**src/rtl/shift_add_multiplier.sv**
```systemverilog
// Iterative radix-2 shift-and-add multiplier, one multiplier bit per clock.
// Signed mode multiplies magnitudes and negates the product at the end.
module shift_add_multiplier #(
  parameter int DATA_WIDTH = 32,
  parameter int SIGNED     = 0
) (
  input  logic                      clock,
  input  logic                      reset_n,
  input  logic                      in_valid,
  output logic                      in_ready,
  input  logic [DATA_WIDTH-1:0]     din_a,
  input  logic [DATA_WIDTH-1:0]     din_b,
  output logic                      out_valid,
  input  logic                      out_ready,
  output logic [2*DATA_WIDTH-1:0]   dout
);

  localparam int W  = DATA_WIDTH;
  localparam int CW = $clog2(W) + 1;

  typedef enum logic [1:0] {
    IDLE,
    BUSY,
    DONE
  } state_t;

  state_t          state;
  logic [W-1:0]    mcand;
  logic [2*W-1:0]  acc;
  logic [CW-1:0]   cnt;
  logic            neg;

  logic            sa;
  logic            sb;
  logic [W-1:0]    mag_a;
  logic [W-1:0]    mag_b;
  logic [W:0]      sum;
  logic [2*W-1:0]  nxt;

  // Low half of acc holds the unconsumed multiplier bits; product bits
  // shift in from the top as they are consumed.
  always_comb begin
    sa    = (SIGNED != 0) && din_a[W-1];
    sb    = (SIGNED != 0) && din_b[W-1];
    mag_a = sa ? -din_a : din_a;
    mag_b = sb ? -din_b : din_b;
    sum   = {1'b0, acc[2*W-1:W]};
    if (acc[0]) begin
      sum = sum + {1'b0, mcand};
    end
    nxt   = {sum, acc[W-1:1]};
  end

  assign in_ready  = (state == IDLE);
  assign out_valid = (state == DONE);

  always_ff @(posedge clock or negedge reset_n) begin
    if (!reset_n) begin
      state <= IDLE;
      mcand <= '0;
      acc   <= '0;
      cnt   <= '0;
      neg   <= 1'b0;
      dout  <= '0;
    end else begin
      unique case (state)
        IDLE: begin
          if (in_valid) begin
            mcand <= mag_a;
            acc   <= {{W{1'b0}}, mag_b};
            cnt   <= '0;
            neg   <= sa ^ sb;
            state <= BUSY;
          end
        end
        BUSY: begin
          acc <= nxt;
          cnt <= cnt + CW'(1);
          if (cnt == CW'(W - 1)) begin
            dout  <= neg ? -nxt : nxt;
            state <= DONE;
          end
        end
        DONE: begin
          if (out_ready) begin
            state <= IDLE;
          end
        end
        default: state <= IDLE;
      endcase
    end
  end

endmodule

```
**config.mk**
```make
export PLATFORM = sky130hd
export DESIGN_NAME = shift_add_multiplier
export DESIGN_NICKNAME = d
export VERILOG_FILES = /design/src/rtl/shift_add_multiplier.sv
export SDC_FILE = /design/constraint.sdc
export NUM_CORES = 1
export LEC_CHECK = 0
export ABC_CLOCK_PERIOD_IN_PS = 7100
export CORE_UTILIZATION = 29
export CTS_BUF_LIST = sky130_fd_sc_hd__clkbuf_16
export CTS_CLUSTER_DIAMETER = 120
export CTS_CLUSTER_SIZE = 8
export DETAILED_ROUTE_END_ITERATION = 8
export SLEW_MARGIN = 0
export SYNTH_ARGS = -nofsm -noshare
export SYNTH_HDL_FRONTEND = slang
export SYNTH_SLANG_ARGS = --single-unit
export TNS_END_PERCENT = 100
```
**constraint.sdc**
```tcl
create_clock -name clock -period 7.1 [get_ports clock]
set_input_delay 0.71 -clock clock [delete_from_list [all_inputs] [get_ports clock]]
set_output_delay 0.71 -clock clock [all_outputs]
set_load 0.005 [all_outputs]
```
==> impl_results.md, run 1 <==
* Outcome: finished, final reports clean
* Async S/R FF share, synth at 100.0%
* Worst EP arrival at 3.24 ns
* RSZ-0062 raised after global routing: no
* WS Path Type: reg -> reg
* Pins Over Slew Limit at 0
* Layout cell share with drive strength beyond 1 at 4.936%
* Fin cells at 1478
* Setup crit end kind: flip-flop
* Synthesized Nets at 1084
* Synth Register Bits at 168
* Main synth FF type: dfrtp_1
* Endpoints failing setup at 0
* Register area share after synthesis at 48.89%
* Post-CTS Setup Bufs at 0
* Most common cell after layout, fill and taps aside: nand2_1
* Worst hold path type: in -> async
* Rel. slew slack at 23.41%
* Tot GR Track Use at 15.87%
* Met3 wire length at 1498 µm
* P_leak at 4.810 nW
* Drt drc at 0
* Die area at 0.03034 mm²
* Ant. Diodes at 0
* Hold_buf cts at 0
* Startpoint Class: flip-flop
* FF/Latch Area at 0.004205 mm²
* Post-DP HPWL at 15470 µm
* Gr ovfl total at 0
* Peak supply drop at 0.1954 mV
* Final Instance Area at 0.01087 mm²
* Commonest non-fill, non-tap cells in the layout: 254 x nand2_1, 167 x dfrtp_1, 132 x clkdlybuf4s50_1, 89 x nor2_1, 42 x a21oi_1
* Core Region at 0.02894 mm²
* Max-cap violations at 0
* CTS root buf: clkbuf_16
* Die height at 174.2 µm
* Fin crit share at 40.77%
* Clock tree buffer depth at 2
* Skew final at 0.01581 ns
* P per Cell Area at 419.9 mW/mm²
* H-tree depth at 4
* Post-Synthesis Cells at 982
* Io pins at 134
* Worst r2r path cells at 10
* Detail Route Antenna Nets at 0
* Routed vias at 7318
* CTS Sinks at 168
* Final Hold Vio Count at 0
* Top Metal Used: met4
* Die Wd at 174.2 µm
* Vias per cell at 4.951
* Power Total at 0.004564 W
* Met2 WL at 10700 µm
* Post-CTS resize count at 0
* Fillers at 2928
* Largest net degree at the start of global routing at 104
* Initial core utilization at 29.72%
* RR Endpoint: dout[55]$_DFFE_PN0P_
* Crit Path Max Fanout at 4
* Yosys warnings at 0
* 1st-iter DRT viols at 399
* Antenna violations before repair at 0
* Final setup margin at 4.205 ns
* Met1 wire length at 11020 µm
* Slew @ Worst Pin at 1.146 ns
* Number of global-route vias before repair at 7412
* CTS clock-pin slew for the worst setup and hold paths at 0.07 ns
* Setup WS pre-CTS at 4.192 ns
* R2r startpoint: mcand[0]$_DFFE_PN0P_
* R2R Setup Slk at 4.21 ns
* Minimum clock period at 2.895 ns
* Worst-Skew Late Latency at 0.44 ns
* Netlist Area Pre-Place at 0.008598 mm²
* Placed cell area at 0.01027 mm²
* First-pass GRT wire length at 38780 µm
* DR WL/cell at 15.82 µm
* Row count at 62
* PortBufs at 133
* Max Fclk at 0.3454 GHz
* Nets at 1183
* Placed insts at 1446
* DR pass1 iterations at 4
* Multi-input logic area at 0.004145 mm²
* Syn-to-layout area delta at 26.41%
* CTS buffer count at 17
* EDFF count, synth at 0
* Mean Syn Cell Area at 8.756 µm²
* WP data required at 7.44 ns
* CTS tree: yes
* Setup_tns at 0 ns
* Routability Congestion at 0.9068
* Drt total wl at 23380 µm
* Yosys cell types at 57
[flip-flops by register name, indices dropped and copies added, names as in the netlist]
signal  flops
acc        64
dout       64
mcand      32
cnt         6
state       2
[per-layer routing]
| layer | track usage, % | vias up |
|---|---|---|
| li1 | - | 3590 |
| met3 | 4.549 | 11 |
| met5 | 0 | - |
| met2 | 25.81 | 196 |
| met1 | 20.96 | 3521 |
| met4 | 3.070 | 0 |
[cell usage after synthesis, drive strengths merged, types with 3 or more instances]
cell type    n  area (µm²)
nor2        89       334.1
a21oi       43       219.0
nand2b       7       43.79
o211ai       7       52.55
o31ai        4       30.03
a211oi       4       30.03
nor3b        9       67.56
nand2      256       960.9
nand3       40       200.2
and2         3       18.77
a31oi       18       112.6
inv         11       41.29
o21a         3       22.52
nand4       11       68.82
nor2b        6       37.54
nand3b       3       22.52
ha          33       412.9
and4         3       26.28
xnor2       18       157.7
buf          8       33.78
xor2         5       43.79
nor4         3       25.02
and3         4       25.02
o21ai       70       350.3
mux2i       23       230.2
nor3         4       25.02
a21o        15       112.6
dfrtp      168        4204
o22ai       32       200.2
clkbuf      54       202.7
[cells by family after synthesis]
| family | count (synthesis) | share of synthesized area [%] |
|---|---|---|
| simple gates | 444 | 22.12 |
| xor+xnor | 23 | 2.343 |
| mux | 25 | 2.939 |
| buf+inv | 73 | 3.230 |
| fa+ha+maj | 34 | 5.035 |
| flops | 168 | 48.89 |
| compound gates | 215 | 15.44 |
[worst max-delay path by stage]
stage | startpoint | to | slack, ns
5_1_grt | state[0]$_DFFE_PN0P_ | acc[10]$_DFFE_PN0P_ | 3.93
4_1_cts | acc[32]$_DFFE_PN0P_ | dout[55]$_DFFE_PN0P_ | 4.20
6_report | mcand[0]$_DFFE_PN0P_ | dout[55]$_DFFE_PN0P_ | 4.21
3_5_place_dp | acc[32]$_DFFE_PN0P_ | dout[55]$_DFFE_PN0P_ | 4.19
3_3_place_gp | state[0]$_DFFE_PN0P_ | acc[23]$_DFFE_PN0P_ | 4.28
2_1_floorplan | mcand[0]$_DFFE_PN0P_ | dout[55]$_DFFE_PN0P_ | 4.60
[per-stage QoR]
stage          hold WS (ns)  utilization, %
3_5_place_dp         0.4611           35.50
3_3_place_gp         0.4573           35.50
6_report             0.2211           37.56
5_1_grt              0.2621           37.56
4_1_cts              0.2403           37.56
2_1_floorplan        0.4144               -
[area by class of cell]
| cell class | instances | area share (%) |
|---|---|---|
| clock buffers | 17 | 3.914 |
| clock inverters | 15 | 1.577 |
| inverters | 11 | 0.3799 |
| multi-input cells | 741 | 38.14 |
| flip-flops and latches | 168 | 38.69 |
| well taps | 384 | 4.420 |
| repair buffers | 142 | 12.88 |
[critical path: stages (launching register included)]
cell and delay, ns:
dfrtp_1 0.38, ha_1 0.22, fa_1 0.40, a21o_1 0.21, a311o_1 0.40, nand2_1 0.15
a21oi_1 0.13, nor3_2 0.35, o21ai_1 0.13, xnor2_1 0.17, a311oi_1 0.25
[where the power goes]
part           internal, W  leakage (nW)  switching [W]
sequential         0.00125          2.00       0.000233
clock             0.000505         0.292       0.000455
combinational     0.000884          2.52        0.00123
(Power assumes the default switching activity.)
==> run 2, diff against run 1 <==
ABC_CLOCK_PERIOD_IN_PS = 3000   (was 7100)
clock period = 3 ns   (was 7.1 ns; I/O delays follow)
==> impl_results.md, run 2 (synthesis results as in run 1) <==
* Skew final at 0.01672 ns (+0.0009078 ns)
* RSZ-0062 raised after global routing: no
* First-pass GRT wire length at 38400 µm (-1.0%)
* Drt total wl at 23180 µm (-0.89%)
* Detail Route Antenna Nets at 0 (unchanged)
* CTS root buf: clkbuf_16
* Routability Congestion at 0.8837 (-2.5%)
* Die Wd at 174.2 µm (unchanged)
* Max-cap violations at 0 (unchanged)
* Slowest stage cell on the critical path: dfrtp_1
* P_leak at 4.878 nW (+1.4%)
* Startpoint Class: flip-flop
* Die area at 0.03034 mm² (unchanged)
* Hold wc startpoint: din_a[9]
* FF/Latch Area at 0.004205 mm² (unchanged)
* Peak supply drop at 0.5068 mV (+160%)
* CP Cell Sequence: ha_1, fa_2, a21o_1, a311o_1, nand2_1, a21oi_1, nor3_4, buf_4, xnor2_1, mux2i_1, o21ai_1
* Clock tree buffer depth at 2 (unchanged)
* CTS tree: yes
* WS Path Type: reg -> reg
* PortBufs at 133 (unchanged)
* R2r startpoint: acc[32]$_DFFE_PN0P_
* H-tree depth at 4 (unchanged)
* Rel. slew slack at 55.26% (+32 points)
* CTS buffer count at 17 (unchanged)
* Setup crit end kind: flip-flop
* Setup_tns at 0 ns (unchanged)
* Worst hold path type: in -> reg
* Slew @ Worst Pin at 0.6711 ns (-0.4750 ns)
* Final Hold Vio Count at 0 (unchanged)
* Multi-input logic area at 0.004154 mm² (+0.21%)
* Row count at 62 (unchanged)
* Ant. Diodes at 0 (unchanged)
* Pins Over Slew Limit at 0 (unchanged)
* Worst-Skew Late Latency at 0.44 ns (about the same)
* Minimum clock period at 2.825 ns (-0.06956 ns)
* Placed insts at 1452 (+0.41%)
* Nets at 1191 (+0.68%)
* Layout cell share with drive strength beyond 1 at 5.626% (+0.69 points)
* Gr ovfl total at 0 (unchanged)
* Vias per cell at 4.905 (-0.93%)
* Crit. Startpoint: acc[32]$_DFFE_PN0P_
* Io pins at 134 (unchanged)
* Endpoints failing setup at 0 (unchanged)
* Syn-to-layout area delta at 28.09%
* Largest net degree at the start of global routing at 82 (-21%)
* CTS clock-pin slew for the worst setup and hold paths at 0.07 ns (about the same)
* Worst path max stage delay at 0.40 ns (about the same)
* Fin crit share at 94.17% (+53 points)
* Hold Crit Depth at 3
* Die height at 174.2 µm (unchanged)
* Max Fclk at 0.3540 GHz (+2.5%)
* Routed vias at 7289 (-0.40%)
* Core Region at 0.02894 mm² (unchanged)
* Tot GR Track Use at 15.83% (-0.041 points)
* Initial core utilization at 29.72% (unchanged)
* WP data required at 3.29 ns (-4.15 ns)
* Drt drc at 0 (unchanged)
* 1st-iter DRT viols at 469 (+18%)
* CTS Sinks at 168 (unchanged)
* P per Cell Area at 989.5 mW/mm² (+140%)
* Top flop regs: acc x64, dout x64, mcand x32
* DR WL/cell at 15.60 µm (-1.4%)
* Worst r2r path cells at 11 (+1)
* Number of global-route vias before repair at 7287 (-1.7%)
* Crit Path Max Fanout at 4 (unchanged)
* Most common cell after layout, fill and taps aside: nand2_1
* Fillers at 2923 (-0.17%)
* DR pass1 iterations at 6 (+2)
* Outcome: finished, final reports clean
* Antenna violations before repair at 0 (unchanged)
* Commonest non-fill, non-tap cells in the layout: 254 x nand2_1, 167 x dfrtp_1, 132 x clkdlybuf4s50_1, 89 x nor2_1, 42 x a21oi_1
* Fin cells at 1486 (+0.54%)
* Worst EP arrival at 3.12 ns (-0.12 ns)
* Post-DP HPWL at 15810 µm (+2.2%)
[run 2: cell count changes in the layout (fill, tap and decap cells not counted), sizes merged]
| cell | change |
|---|---|
| buf | +7 |
| clkinv | +1 |
| dlygate4sd3 | +1 |
| inv | -1 |
[run 2: layout make-up]
type,count,area share [%]
clock inverters,15,1.647
repair buffers,150,13.85
inverters,11,0.3749
clock buffers,17,3.863
flip-flops and latches,168,38.18
multi-input cells,741,37.72
well taps,384,4.363
[run 2: path summary, 6_finish.rpt]
path | end | slack [ns]
worst max-delay path | dout[53]$_DFFE_PN0P_ | 0.17
worst min-delay path | mcand[9]$_DFFE_PN0P_ | 0.39
worst max register to register | dout[53]$_DFFE_PN0P_ | 0.17
worst min register to register | dout[38]$_DFFE_PN0P_ | 0.48
max in group asynchronous | dout[27]$_DFFE_PN0P_ | 1.77
min in group asynchronous | mcand[9]$_DFFE_PN0P_ | 0.40
[run 2: repair_timing]
action	in CTS	in global routing
setup buffers	0	1
gates resized for setup	0	2
hold buffers	1	0
hold endpoints to repair	51	0
endpoints found under the setup margin	0	2
[run 2: routing by layer]
metal	global-route usage [%]	vias up	routed length (µm)
met3	5.687	19	1738
met5	0	-	0
li1	-	3610	-
met2	24.83	180	10550
met4	3.838	0	240
met1	20.65	3480	10650
[run 2: power by group]
group / switching (W) / internal [W]
sequential: 0.000620 / 0.00296
combinational: 0.00287 / 0.00217
clock: 0.00108 / 0.00120
[run 2: critical path, delay by kind of cell, from the launching register on]
family / cells / cell delay (ns)
muxes: 1 / 0.19
adders and majority gates: 2 / 0.58
AOI/OAI and AO/OA: 4 / 0.81
xor gates and xnor gates: 1 / 0.06
DFF: 1 / 0.40
buffers and inverters: 1 / 0.17
and+or+nand+nor: 2 / 0.46
[run 2: metrics by stage]
step	power [W]	hold WS [ns]	cell area [µm²]	setup slack, ns	util, %
detailed placement	0.008622	0.3101	10380	0.1249	35.87
floorplan	0.007312	0.004409	8598	0.4980	-
finish	0.01090	0.3908	11010	0.1748	38.06
global route	0.01179	0.3954	11010	0.03843	38.06
global placement	0.008518	0.3152	10380	0.1329	35.87
CTS	0.01096	0.3794	11000	0.1013	38.00
==> run 3, diff against run 2 <==
ABC_CLOCK_PERIOD_IN_PS = 2550   (was 3000)
clock period = 2.55 ns   (was 3 ns; I/O delays follow)
==> impl_results.md, run 3 (synthesis results as in run 1) <==
* Commonest non-fill, non-tap cells in the layout: 252 x nand2_1, 167 x dfrtp_1, 132 x clkdlybuf4s50_1, 88 x nor2_1, 72 x buf_4
* Worst hold path type: in -> reg
* Initial core utilization at 29.72% (unchanged)
* PortBufs at 133 (unchanged)
* CTS Sinks at 168 (unchanged)
* Peak supply drop at 0.5234 mV (+3.3%)
* Gr ovfl total at 0 (unchanged)
* Crit Path Max Fanout at 4 (unchanged)
* Vias per cell at 4.809 (-2.0%)
* Final setup margin at -0.05470 ns (-0.2295 ns)
* Ant. Diodes at 0 (unchanged)
* Setup crit end kind: flip-flop
* CTS tree: yes
* Placed cell area at 0.01077 mm² (+3.7%)
* Setup_tns at -0.1932 ns (-0.1932 ns)
* Final Instance Area at 0.01171 mm² (+6.3%)
* Rel. slew slack at 52.59% (-2.7 points)
* R2R Setup Slk at -0.05 ns (-0.23 ns)
* Detail Route Antenna Nets at 0 (unchanged)
* Nets at 1252 (+5.1%)
* Routability Congestion at 0.8928 (+1.0%)
* CTS clock-pin slew for the worst setup and hold paths at 0.08 ns (about the same)
* DR pass1 iterations at 5 (-1)
* WS Path Type: reg -> reg
* Die area at 0.03034 mm² (unchanged)
* Skew final at 0.01734 ns (+0.0006162 ns)
* Setup WS pre-CTS at -0.1659 ns (-0.2909 ns)
* Row count at 62 (unchanged)
* Core Region at 0.02894 mm² (unchanged)
* CTS root buf: clkbuf_16
* CP delay by family, top: compound AO/OA/AOI/OAI gates
* Hold Crit Depth at 3 (unchanged)
* Failing checks: negative setup slack
* Slew @ Worst Pin at 0.7111 ns (+0.03999 ns)
* Minimum clock period at 2.605 ns (-0.2205 ns)
* Most common cell after layout, fill and taps aside: nand2_1
* WP data required at 2.88 ns (-0.41 ns)
* Fin crit share at 102.1% (+8.0 points)
* P_leak at 5.182 nW (+6.2%)
* Worst Path Buf+Inv at 1 (unchanged)
* Max-cap violations at 0 (unchanged)
* R2r startpoint: mcand[0]$_DFFE_PN0P_
* Post-DP HPWL at 16600 µm (+5.0%)
* Hold wc startpoint: din_a[19]
* Tot GR Track Use at 16.70% (+0.87 points)
* Routed vias at 7440 (+2.1%)
* Drt total wl at 24550 µm (+5.9%)
* CTS buffer count at 17 (unchanged)
* DR WL/cell at 15.87 µm (+1.8%)
* Largest net degree at the start of global routing at 99 (+21%)
* 1st-iter DRT viols at 430 (-8.3%)
* Worst path max stage delay at 0.38 ns (-0.02 ns)
* H-tree depth at 4 (unchanged)
* P per Cell Area at 1218 mW/mm² (+23%)
* Worst EP arrival at 2.94 ns (-0.18 ns)
* Worst-Skew Late Latency at 0.44 ns (about the same)
* Top flop regs: acc x64, dout x64, mcand x32
* Die Wd at 174.2 µm (unchanged)
* Die height at 174.2 µm (unchanged)
* RR Endpoint: dout[55]$_DFFE_PN0P_
* Clock tree buffer depth at 2 (unchanged)
* Drt drc at 0 (unchanged)
* RSZ-0062 raised after global routing: yes
* Startpoint Class: flip-flop
* Hold Path End: mcand[19]$_DFFE_PN0P_
* Antenna violations before repair at 1 (+1)
* Endpoints failing setup at 7 (+7)
* Layout cell share with drive strength beyond 1 at 13.84% (+8.2 points)
* Slowest stage cell on the critical path: dfrtp_1
* Outcome: finished, violations left
* Number of global-route vias before repair at 7645 (+4.9%)
* Pins Over Slew Limit at 0 (unchanged)
* First-pass GRT wire length at 40490 µm (+5.4%)
* Max Fclk at 0.3839 GHz (+8.5%)
* Worst r2r path cells at 11 (unchanged)
* Syn-to-layout area delta at 36.18%
* Final Hold Vio Count at 0 (unchanged)
* CP Cell Sequence: ha_2, fa_2, a21o_1, a311o_1, nand2_2, a21oi_4, nor3_2, buf_4, o21ai_2, xnor2_1, a311oi_1
* Io pins at 134 (unchanged)
==> run 3: changes by cell type in the layout (fill, tap and decap cells not counted), sizes merged <==
cell / previous run / this run
inv: 20 / 19
clkinv: 4 / 6
bufinv: 1 / 0
buf: 17 / 78
==> run 3: cell type report <==
class,instances,area [µm²]
repair buffers,211,1974
flip-flops and latches,168,4205
fillers,2871,17230
inverters,11,41.29
clock buffers,17,425.4
well taps,384,480.5
multi-input cells,741,4407
clock inverters,15,175.2
==> run 3: power breakdown <==
| part | leakage (nW) | internal, W | total (W) | switching, W |
|---|---|---|---|---|
| sequential | 2.00 | 0.00348 | 0.00417 | 0.000682 |
| combinational | 2.89 | 0.00353 | 0.00745 | 0.00392 |
| clock | 0.289 | 0.00133 | 0.00264 | 0.00132 |
| total | 5.18 | 0.00835 | 0.0143 | 0.00592 |
==> run 3: routing by layer <==
metal  track usage, %  wire length (µm)  up-vias
met4            3.618               203        0
met3            5.621              1793       16
met5                0                 0        -
met2            26.79             11420      164
met1            21.70             11140     3534
li1                 -                 -     3726
==> run 3: repair_timing <==
| action | CTS | global route |
|---|---|---|
| gates cloned | 0 | 0 |
| resized for setup | 19 | 27 |
| setup buffers | 5 | 4 |
| hold buffers | 1 | 0 |
| pin swaps | 10 | 19 |
| hold endpoints to repair | 52 | 0 |
| setup endpoints to repair | 31 | 39 |
==> run 3: through the flow <==
stage               hold slack, ns  utilization (%)  total power (W)  cells
finish                      0.3430            40.47          0.01426   1547
floorplan                 -0.04059                -         0.008603    982
detailed placement          0.2828            37.20          0.01097   1505
CTS                         0.3284            39.84          0.01398   1543
global route                0.3432            40.47          0.01542   1547
global placement            0.2725            37.20          0.01086   1505
==> run 3: worst max-delay path by stage <==
stage,start,to,slack [ns],cells after the start
after global placement,mcand[0]$_DFFE_PN0P_,acc[53]$_DFFE_PN0P_,-0.12,12
after CTS,acc[32]$_DFFE_PN0P_,dout[55]$_DFFE_PN0P_,-0.03,11
final,mcand[0]$_DFFE_PN0P_,dout[55]$_DFFE_PN0P_,-0.05,11
after detailed placement,acc[46]$_DFFE_PN0P_,acc[62]$_DFFE_PN0P_,-0.17,9
after global routing,mcand[0]$_DFFE_PN0P_,dout[55]$_DFFE_PN0P_,-0.17,11
after floorplan,mcand[0]$_DFFE_PN0P_,dout[55]$_DFFE_PN0P_,0.05,10
==> run 3: tightest hold or removal path, delay by kind of cell <==
| kind | cells | cell delay, ns |
|---|---|---|
| buffers and inverters | 1 | 0.40 |
| AND/OR/NAND/NOR | 2 | 0.09 |
